<file path="config.mk">
export PLATFORM = sky130hd
export DESIGN_NAME = p2s_rr_scheduler
export DESIGN_NICKNAME = d
export VERILOG_FILES = /design/src/rtl/p2s_sched_pkg.sv /design/src/rtl/p2s_rr_scheduler_rr_arbiter.sv /design/src/rtl/p2s_rr_scheduler.sv
export SDC_FILE = /design/constraint.sdc
export NUM_CORES = 1
export LEC_CHECK = 0
export CORE_UTILIZATION = 39
export DETAILED_ROUTE_END_ITERATION = 8
export PLACE_DENSITY = 0.74
export SLEW_MARGIN = 10
export SYNTH_ARGS = -nofsm -noshare
export SYNTH_HDL_FRONTEND = slang
export SYNTH_SLANG_ARGS = --single-unit
</file>
<file path="constraint.sdc">
create_clock -name clk -period 1.95 [get_ports clk]
set_input_delay 0.39 -clock clk [delete_from_list [all_inputs] [get_ports clk]]
set_output_delay 0.39 -clock clk [all_outputs]
set_load 0.005 [all_outputs]
</file>
<file path="src/rtl/p2s_sched_pkg.sv">
// Shared state type and frame-geometry helpers for p2s_rr_scheduler.
// Building with P2S_SCHED_PARITY_EN appends an even-parity bit to every frame.
package p2s_sched_pkg;

  typedef enum logic {IDLE = 1'b0, SHIFT = 1'b1} state_e;

`ifdef P2S_SCHED_PARITY_EN
  localparam int PARITY_BITS = 1;
`else
  localparam int PARITY_BITS = 0;
`endif

  localparam int DEFAULT_DATA_W = 4;
  localparam int FRAME_LEN      = DEFAULT_DATA_W + PARITY_BITS;

  function automatic int frame_len(input int data_w);
    return data_w + PARITY_BITS;
  endfunction

  function automatic int cnt_width(input int flen);
    return $clog2(flen + 1);
  endfunction

endpackage

</file>
<file path="src/rtl/p2s_rr_scheduler_rr_arbiter.sv">
// Combinational round-robin search: requests at or above the pointer win first,
// otherwise the lowest requester overall wins (wrap-around).
module rr_arbiter #(
  parameter int NUM_REQ = 4,
  parameter int IDX_W   = 2
) (
  input  logic [NUM_REQ-1:0] req_i,
  input  logic [IDX_W-1:0]   ptr_i,
  input  logic               en_i,
  output logic [NUM_REQ-1:0] gnt_o,
  output logic [IDX_W-1:0]   idx_o
);

  logic [NUM_REQ-1:0] masked;
  logic               found;

  genvar gi;
  generate
    for (gi = 0; gi < NUM_REQ; gi++) begin : g_mask
      assign masked[gi] = req_i[gi] & (IDX_W'(gi) >= ptr_i);
    end
  endgenerate

  always_comb begin
    gnt_o = '0;
    idx_o = '0;
    found = 1'b0;
    if (en_i) begin
      for (int i = 0; i < NUM_REQ; i++) begin
        if (!found && masked[i]) begin
          found    = 1'b1;
          gnt_o[i] = 1'b1;
          idx_o    = IDX_W'(i);
        end
      end
      for (int i = 0; i < NUM_REQ; i++) begin
        if (!found && req_i[i]) begin
          found    = 1'b1;
          gnt_o[i] = 1'b1;
          idx_o    = IDX_W'(i);
        end
      end
    end
  end

endmodule

</file>
<file path="src/rtl/p2s_rr_scheduler.sv">
// Round-robin scheduler sharing one LSB-first parallel-to-serial shifter among NUM_REQ requesters.
// Optional P2S_SCHED_PARITY_EN appends an even-parity bit after the MSB of each frame.
module p2s_rr_scheduler
  import p2s_sched_pkg::*;
#(
  parameter int NUM_REQ = 4,
  parameter int DATA_W  = 4
) (
  input  logic                       clk,
  input  logic                       reset,
  input  logic [NUM_REQ-1:0]         req_i,
  input  logic [NUM_REQ*DATA_W-1:0]  data_i,
  output logic [NUM_REQ-1:0]         gnt_o,
  output logic [$clog2(NUM_REQ)-1:0] owner_o,
  output logic                       serial_o,
  output logic                       valid_o,
  output logic                       last_o,
  output logic                       empty_o
);

  localparam int IDX_W = $clog2(NUM_REQ);
  localparam int FLEN  = frame_len(DATA_W);
  localparam int CNT_W = cnt_width(FLEN);
  localparam logic [CNT_W-1:0] CNT_LAST = CNT_W'(FLEN - 1);

  logic [DATA_W-1:0] words [NUM_REQ];

  genvar gi;
  generate
    for (gi = 0; gi < NUM_REQ; gi++) begin : g_word
      assign words[gi] = data_i[gi*DATA_W +: DATA_W];
    end
  endgenerate

  state_e            state_q, state_d;
  logic [IDX_W-1:0]  ptr_q, ptr_d;
  logic [IDX_W-1:0]  owner_q, owner_d;
  logic [FLEN-2:0]   shreg_q, shreg_d;
  logic [CNT_W-1:0]  cnt_q, cnt_d;
  logic              serial_q, serial_d;
  logic              valid_q, valid_d;
  logic              last_q, last_d;
  logic              empty_q, empty_d;

  logic              window;
  logic              accept;
  logic [IDX_W-1:0]  gnt_idx;
  logic [DATA_W-1:0] word_sel;
  logic [FLEN-1:0]   frame;

  // The last-bit cycle doubles as an accept slot so frames run back to back.
  assign window = (state_q == IDLE) || (cnt_q == CNT_LAST);

  rr_arbiter #(
    .NUM_REQ (NUM_REQ),
    .IDX_W   (IDX_W)
  ) u_arb (
    .req_i (req_i),
    .ptr_i (ptr_q),
    .en_i  (window),
    .gnt_o (gnt_o),
    .idx_o (gnt_idx)
  );

  assign accept   = |gnt_o;
  assign word_sel = words[gnt_idx];
`ifdef P2S_SCHED_PARITY_EN
  assign frame = {^word_sel, word_sel};
`else
  assign frame = word_sel;
`endif

  always_comb begin
    state_d  = state_q;
    ptr_d    = ptr_q;
    owner_d  = owner_q;
    shreg_d  = shreg_q;
    cnt_d    = cnt_q;
    serial_d = serial_q;
    valid_d  = valid_q;
    last_d   = last_q;
    empty_d  = empty_q;
    if (accept) begin
      // Bit 0 goes straight to the output register; the rest waits in the shifter.
      serial_d = frame[0];
      shreg_d  = frame[FLEN-1:1];
      owner_d  = gnt_idx;
      ptr_d    = (gnt_idx == IDX_W'(NUM_REQ - 1)) ? '0 : gnt_idx + IDX_W'(1);
      cnt_d    = '0;
      valid_d  = 1'b1;
      last_d   = 1'b0;
      empty_d  = 1'b0;
      state_d  = SHIFT;
    end else if (state_q == SHIFT) begin
      if (cnt_q == CNT_LAST) begin
        state_d  = IDLE;
        serial_d = 1'b0;
        valid_d  = 1'b0;
        last_d   = 1'b0;
        empty_d  = 1'b1;
        cnt_d    = '0;
      end else begin
        serial_d = shreg_q[0];
        shreg_d  = shreg_q >> 1;
        cnt_d    = cnt_q + CNT_W'(1);
        last_d   = ((cnt_q + CNT_W'(1)) == CNT_LAST);
      end
    end
  end

  always_ff @(posedge clk or posedge reset) begin
    if (reset) begin
      state_q  <= IDLE;
      ptr_q    <= '0;
      owner_q  <= '0;
      shreg_q  <= '0;
      cnt_q    <= '0;
      serial_q <= 1'b0;
      valid_q  <= 1'b0;
      last_q   <= 1'b0;
      empty_q  <= 1'b1;
    end else begin
      state_q  <= state_d;
      ptr_q    <= ptr_d;
      owner_q  <= owner_d;
      shreg_q  <= shreg_d;
      cnt_q    <= cnt_d;
      serial_q <= serial_d;
      valid_q  <= valid_d;
      last_q   <= last_d;
      empty_q  <= empty_d;
    end
  end

  assign owner_o  = owner_q;
  assign serial_o = serial_q;
  assign valid_o  = valid_q;
  assign last_o   = last_q;
  assign empty_o  = empty_q;

endmodule

</file>
==> results of run 1 <==
## critical path, delay by kind of cell, from the launching register on
kind	cells	cell delay, ns
AOI/OAI and AO/OA	1	0.36
buffers and inverters	1	0.11
DFF	1	0.42
muxes	1	0.31
and+or+nand+nor	2	0.40
## cells by family (layout without fill, tap and decap cells)
kind of cell | count (synthesis) | count (layout) | synth area share
AOI/OAI and AO/OA | 26 | 26 | 0.201
DFF | 15 | 15 | 0.415
muxes | 6 | 6 | 0.0772
buffers and inverters | 9 | 77 | 0.0469
and+or+nand+nor | 40 | 40 | 0.204
adders and majority gates | 4 | 4 | 0.0552
## cell usage in the layout (no fill, tap or decap), types with 4 or more instances in the layout
cell / instances
nor2_1: 7
clkdlybuf4s50_1: 24
mux2i_1: 4
buf_6: 8
inv_1: 6
nand2_1: 14
a21oi_1: 7
buf_4: 29
o21ai_0: 4
dfrtp_1: 14
## timing repair
item	in CTS	in global routing
pin swaps	9	2
resized for setup	34	9
endpoints found under the setup margin	9	10
setup buffers	9	1
## layout make-up
class,count,area (um2)
tap,28,35.0
timing repair buffer,67,589
multi-input combinational,76,567
sequential,15,377
fill,179,594
clock buffer,3,22.5
inverter,6,22.5
clock inverter,1,5.00
## per-layer routing
metal  global-route usage  vias to the layer above
met3               0.0364                       11
met5                    0                        -
li1                     -                      497
met4               0.0905                        0
met2                0.456                       64
met1                0.285                      523
## cells in the mapped netlist
cell type / instances
buf_6: 1
a21oi_1: 7
a32o_1: 2
a211o_1: 1
nand2_1: 14
ha_1: 4
and2_1: 1
buf_2: 1
dfstp_2: 1
a221o_1: 3
a31o_2: 1
nor2b_1: 3
nand2b_1: 1
a31oi_1: 2
clkbuf_1: 1
inv_1: 6
o22ai_1: 1
o21ai_0: 4
a211oi_1: 2
nand4_1: 2
nand3_1: 4
dfrtp_1: 14
or2_1: 1
nor2_1: 11
or4_1: 1
and2_2: 1
o211ai_1: 2
mux2i_1: 4
mux2_4: 2
nor4_1: 1
o2111a_1: 1
## worst paths after layout
kind                               start    endpoint  slack, ns  cells after the start
worst max-delay path            ptr_q[1]    gnt_o[0]      -0.31                      5
worst min-delay path               reset    cnt_q[2]       0.44                      2
worst max register to register  ptr_q[1]  shreg_q[2]      -0.17                      6
worst min register to register   empty_o     empty_o       0.47                      2
max in group asynchronous          reset    cnt_q[0]       1.12                      2
min in group clk                 empty_o     empty_o       0.47                      2
## flip-flops by register name, indices dropped and copies added (netlist names)
register,cells
serial_o,1
empty_o,1
owner_o,2
ptr_q,2
last_o,1
cnt_q,3
valid_o,1
shreg_q,3
state_q,1
## where the power goes
group / switching (mW) / total (mW) / internal, mW
clock: 0.110 / 0.186 / 0.0764
sequential: 0.0919 / 0.524 / 0.432
combinational: 0.388 / 0.946 / 0.558
total: 0.589 / 1.66 / 1.07
## metrics by stage
| stage | setup TNS, ns | hold WS [ns] | std cells | setup WS, ns | power, mW |
|---|---|---|---|---|---|
| 2_1_floorplan | -0.149 | 0.291 | 100 | -0.123 | 0.873 |
| 3_3_place_gp | -4.32 | 0.447 | 184 | -0.730 | 1.27 |
| 3_5_place_dp | -5.24 | 0.456 | 184 | -0.796 | 1.32 |
| 4_1_cts | -1.59 | 0.471 | 196 | -0.312 | 1.59 |
| 5_1_grt | -1.49 | 0.504 | 196 | -0.340 | 1.75 |
| 6_report | -1.13 | 0.444 | 196 | -0.310 | 1.66 |
==> key figures, run 1 <==
Yosys
  • Sequential area share after synthesis: 0.415
  • Synth Register Bits: 15
  • Yosys warning count: 0
  • Yosys cell types: 31
  • Top cells by area, synth: dfrtp_1 (39%), nand2_1 (5.8%), ha_1 (5.5%), nor2_1 (4.6%), mux2i_1 (4.4%)
  • Post-synth top area cell: dfrtp_1
  • Mapped Area: just over 900 um2
  • Cells after Synth: 100
  • Syn nets: approximately 130
  • Yosys top cell area share: 0.386
  • Synthesized area per cell: roughly 9 um2

Floorplan
  • Die height: 50.2 um
  • Die Wd: approximately 50 um
  • Die area: ~0.0025 mm2
  • Site Rows: 17
  • Core Region: ~0.0022 mm2
  • I/O pins: 32
  • Starting Density: 0.410

Critical path
  • Worst Path Arrival: 1.87 ns
  • Critical path startpoint category: flip-flop
  • CP Max Fanout: 2
  • Setup Crit Path Kind: reg -> out
  • Crit. End Element: primary output
  • Critical-path top delay cell: dfrtp_1
  • Crit-path cells: mux2_4 -> a221o_1 -> or2_4 -> and2_4 -> buf_6
  • Worst EP required: 1.56 ns
  • Worst path max stage delay: ~0.42 ns

Drt
  • Met1 WL: 1.15 mm
  • ANT nets after route: 0
  • Routed wire length per instance: 15.2 um
  • Overall via count from detail_route: around 1,100
  • Detailed Route WL: between 2 and 3 mm
  • Via/cell ratio: between 5 and 6
  • # DRC: 0
  • DR pass1 iterations: 4
  • Initial DRC Count: 29
  • Met3 wire length: roughly 220 um
  • DR WL met2: between 1.5 and 2 mm
  • Uppermost layer routed: met4

Layout
  • Final nets: around 200
  • Antenna cell count: 0
  • Post-route cell area: ~0.0016 mm2
  • Area grow syn2layout: 78.3%
  • Final Util: 0.731
  • Layout cells sized above 1: 0.357

Power and ir drop
  • P_leak: ~0.78 nW
  • P per Cell Area: 1020 mW/mm2
  • Worst vdd ir: about 690 uV

Place
  • Post-DP HPWL: approximately 2.2 mm
  • Placed Area: approximately 0.0015 mm2
  • GP Congestion: between 0.7 and 0.8
  • Number of I/O port buffers: 31

Clock network
  • Hold buffers post-CTS: 0
  • CTS max path bufs: 2
  • H-tree lvl count: 1
  • CTS tree: built
  • Reg clk slew, reported paths: roughly 0.10 ns
  • Worst skew pair latency: approximately 0.3 ns
  • Total CTS buffers: 3
  • Clock tree root driver cell: clkbuf_4
  • # clock sinks: 15

Run status
  • Failing checks: setup timing
  • Status: finished with violations

STA
  • Actual slew at the worst max-slew pin: ~0.58 ns
  • Final setup violation count: 6
  • Slew headroom: 0.612
  • Fin crit share: 1.16
  • RSZ-0062 raised after global routing: yes
  • Max frequency: ~440 MHz
  • Tmin final: 2.26 ns
  • Layout Skew: around 0.0094 ns
  • Final hold vios: 0
  • Worst Slack Setup Final: -0.310 ns
  • Pins over their slew limit: 0

Job
  • MaxCap Viol Count: 0

GRT
  • First-pass GRT wire length: around 4.8 mm
  • GRT Total Usage: 0.248
  • Pin count of the biggest net entering global routing: 16
  • Number of global-route vias before repair: 1,090
  • Initial antenna violation count: 0
  • Overflow after GRT: 0

Min path
  • Hold/Removal Path Class: in -> async
No activity file was read; power rests on OpenSTA's default activity.
==> inputs of run 2 (changes only) <==
--- a/config.mk
+++ b/config.mk
@@ -5,6 +5,7 @@
 export SDC_FILE = /design/constraint.sdc
 export NUM_CORES = 1
 export LEC_CHECK = 0
+export CAP_MARGIN = 5
 export CORE_UTILIZATION = 39
 export DETAILED_ROUTE_END_ITERATION = 8
 export PLACE_DENSITY = 0.74
==> results of run 2 <==
The final DEF is identical to that of run 1; final timing and power are the same.
==> inputs of run 3 (changes only) <==
--- a/config.mk
+++ b/config.mk
@@ -8,7 +8,7 @@
 export CAP_MARGIN = 5
 export CORE_UTILIZATION = 39
 export DETAILED_ROUTE_END_ITERATION = 8
-export PLACE_DENSITY = 0.74
+export PLACE_DENSITY_LB_ADDON = 0.3
 export SLEW_MARGIN = 10
 export SYNTH_ARGS = -nofsm -noshare
 export SYNTH_HDL_FRONTEND = slang
==> key figures, run 3 (synthesized netlist as in run 1, its figures left out) <==
Critical path
  • Worst EP required: approximately 1.6 ns
  • Reg2reg start: cnt_q[1]
  • Crit. End Element: primary output
  • Setup Crit Path Kind: reg -> out
  • Reg-to-reg setup timing slack: -0.21 ns
  • FF-to-FF End: shreg_q[2]
  • CP Max Fanout: 2
  • R2r worst-path depth: 8
  • Worst Path Arrival: ~1.8 ns
  • Critical path startpoint category: flip-flop

GRT
  • First-pass GRT wire length: approximately 4.7 mm
  • Number of global-route vias before repair: between 1,000 and 1,500
  • Pin count of the biggest net entering global routing: 16
  • GRT Total Usage: 0.252
  • Overflow after GRT: 0
  • Initial antenna violation count: 0

Clock network
  • Total CTS buffers: 3
  • CTS tree: built
  • Reg clk slew, reported paths: 0.10 ns
  • H-tree lvl count: 1
  • Hold buffers post-CTS: 0
  • CTS max path bufs: 2
  • Clock tree root driver cell: clkbuf_4
  • Worst skew pair latency: between 0.2 and 0.3 ns
  • # clock sinks: 15

Drt
  • ANT nets after route: 0
  • Overall via count from detail_route: about 1,000
  • Routed wire length per instance: ~14 um
  • Detailed Route WL: between 2 and 3 mm
  • Via/cell ratio: roughly 5.3
  • DR pass1 iterations: 4
  • # DRC: 0
  • Initial DRC Count: 27

Run status
  • Status: finished with violations
  • Failing checks: setup timing

Power and ir drop
  • P_leak: 0.756 nW
  • Sw frac: 0.351
  • Clk pwr share: 0.118
  • Worst vdd ir: just over 600 uV
  • Seq pwr share: 0.321
  • NetSw: 0.561 mW
  • Total power: 1.60 mW
  • P per Cell Area: 1010 mW/mm2
  • Comb pwr share: 0.561
  • Internal: just over 1 mW

STA
  • Layout Skew: approximately 0.0033 ns
  • Worst Slack Setup Final: -0.276 ns
  • Slew headroom: 0.604
  • Final hold vios: 0
  • Max frequency: between 400 and 500 MHz
  • WHS: 0.455 ns
  • Final setup TNS: -1.17 ns
  • Fin crit share: 1.14
  • RSZ-0062 raised after global routing: yes
  • Final setup violation count: 6
  • Tmin final: 2.23 ns
  • Actual slew at the worst max-slew pin: 0.594 ns
  • Pins over their slew limit: 0

Layout
  • Most common cell after layout, fill and taps aside: buf_4
  • Multi-input combinational cell area: ~570 um2
  • Final nets: approximately 190
  • Antenna cell count: 0
  • Finished Layout Cells: between 150 and 200
  • Filler instances: 180
  • Most frequent cells in the layout: buf_4 (29), clkdlybuf4s50_1 (24), dfrtp_1 (14)
  • Layout cells sized above 1: 0.339
  • Regs by FF count: cnt_q x3, shreg_q x3
  • Final Util: 0.719
  • Seq. cell area: 377 um2
  • Post-route cell area: ~0.0016 mm2
  • Area grow syn2layout: 75.3%

Place
  • Placed Area: ~0.0015 mm2
  • DP Cell Count: roughly 190
  • Worst slack at placement: -0.737 ns
  • GP Congestion: ~0.88
  • Post-DP HPWL: 1.96 mm
  • Number of I/O port buffers: 31

Floorplan
  • I/O pins: 32
  • Die height: ~50 um
  • Core Region: between 0.002 and 0.0025 mm2
  • Die area: about 0.0025 mm2
  • Site Rows: 17
  • Starting Density: 0.410
  • Die Wd: 50.2 um

Min path
  • Hold/Removal Path Class: in -> async

Job
  • MaxCap Viol Count: 0
run 3: cell count changes in the layout (fill, tap and decap cells not counted), sizes merged:
| cell | delta |
|---|---|
| buf | -3 |
run 3: worst max-delay path by stage:
stage,slack [ns],to,cells after the start,from
after floorplan,-0.12,shreg_q[2],8,cnt_q[0]
after global placement,-0.74,gnt_o[0],6,req_i[0]
after detailed placement,-0.74,gnt_o[0],6,req_i[0]
after CTS,-0.28,gnt_o[0],7,cnt_q[0]
after global routing,-0.33,gnt_o[2],9,cnt_q[1]
final,-0.28,gnt_o[2],9,cnt_q[1]
run 3: cell type report:
class | count | share of cell area
Inverter | 6 | 0.0142
Timing Repair Buffer | 64 | 0.353
Multi-Input combinational cell | 76 | 0.356
Sequential cell | 15 | 0.237
Clock buffer | 3 | 0.0142
Clock inverter | 1 | 0.00315
Tap cell | 28 | 0.0220
run 3: routing by layer:
layer | part of all wire | global-route usage | vias to the layer above
met5 | 0 | 0 | -
met4 | 0.015 | 0.129 | 0
met3 | 0.037 | 0.0303 | 5
met2 | 0.52 | 0.458 | 32
met1 | 0.42 | 0.284 | 492
li1 | - | - | 491
run 3: worst max-delay path: stages (launching register included):
cell and delay, ns:
dfrtp_1 0.41, ha_4 0.16, ha_4 0.15, nor2b_4 0.04, a221o_1 0.29, buf_6 0.13, nor2_4 0.09, buf_6 0.12
nor2_4 0.03, buf_2 0.12
run 3: power by group through the flow:
stage	registers, mW	logic [mW]	clock network (mW)
after floorplan	0.504	0.369	0
after global placement	0.503	0.767	0
after detailed placement	0.510	0.787	0
after CTS	0.512	0.880	0.186
after global routing	0.527	0.981	0.204
final	0.513	0.898	0.189
run 3: timing repair:
action                     4_1_cts  5_1_grt
resized for setup               37        2
pin swaps                        7        3
setup endpoints to repair        9        7
gates cloned                     0        0
setup buffers                    6        0
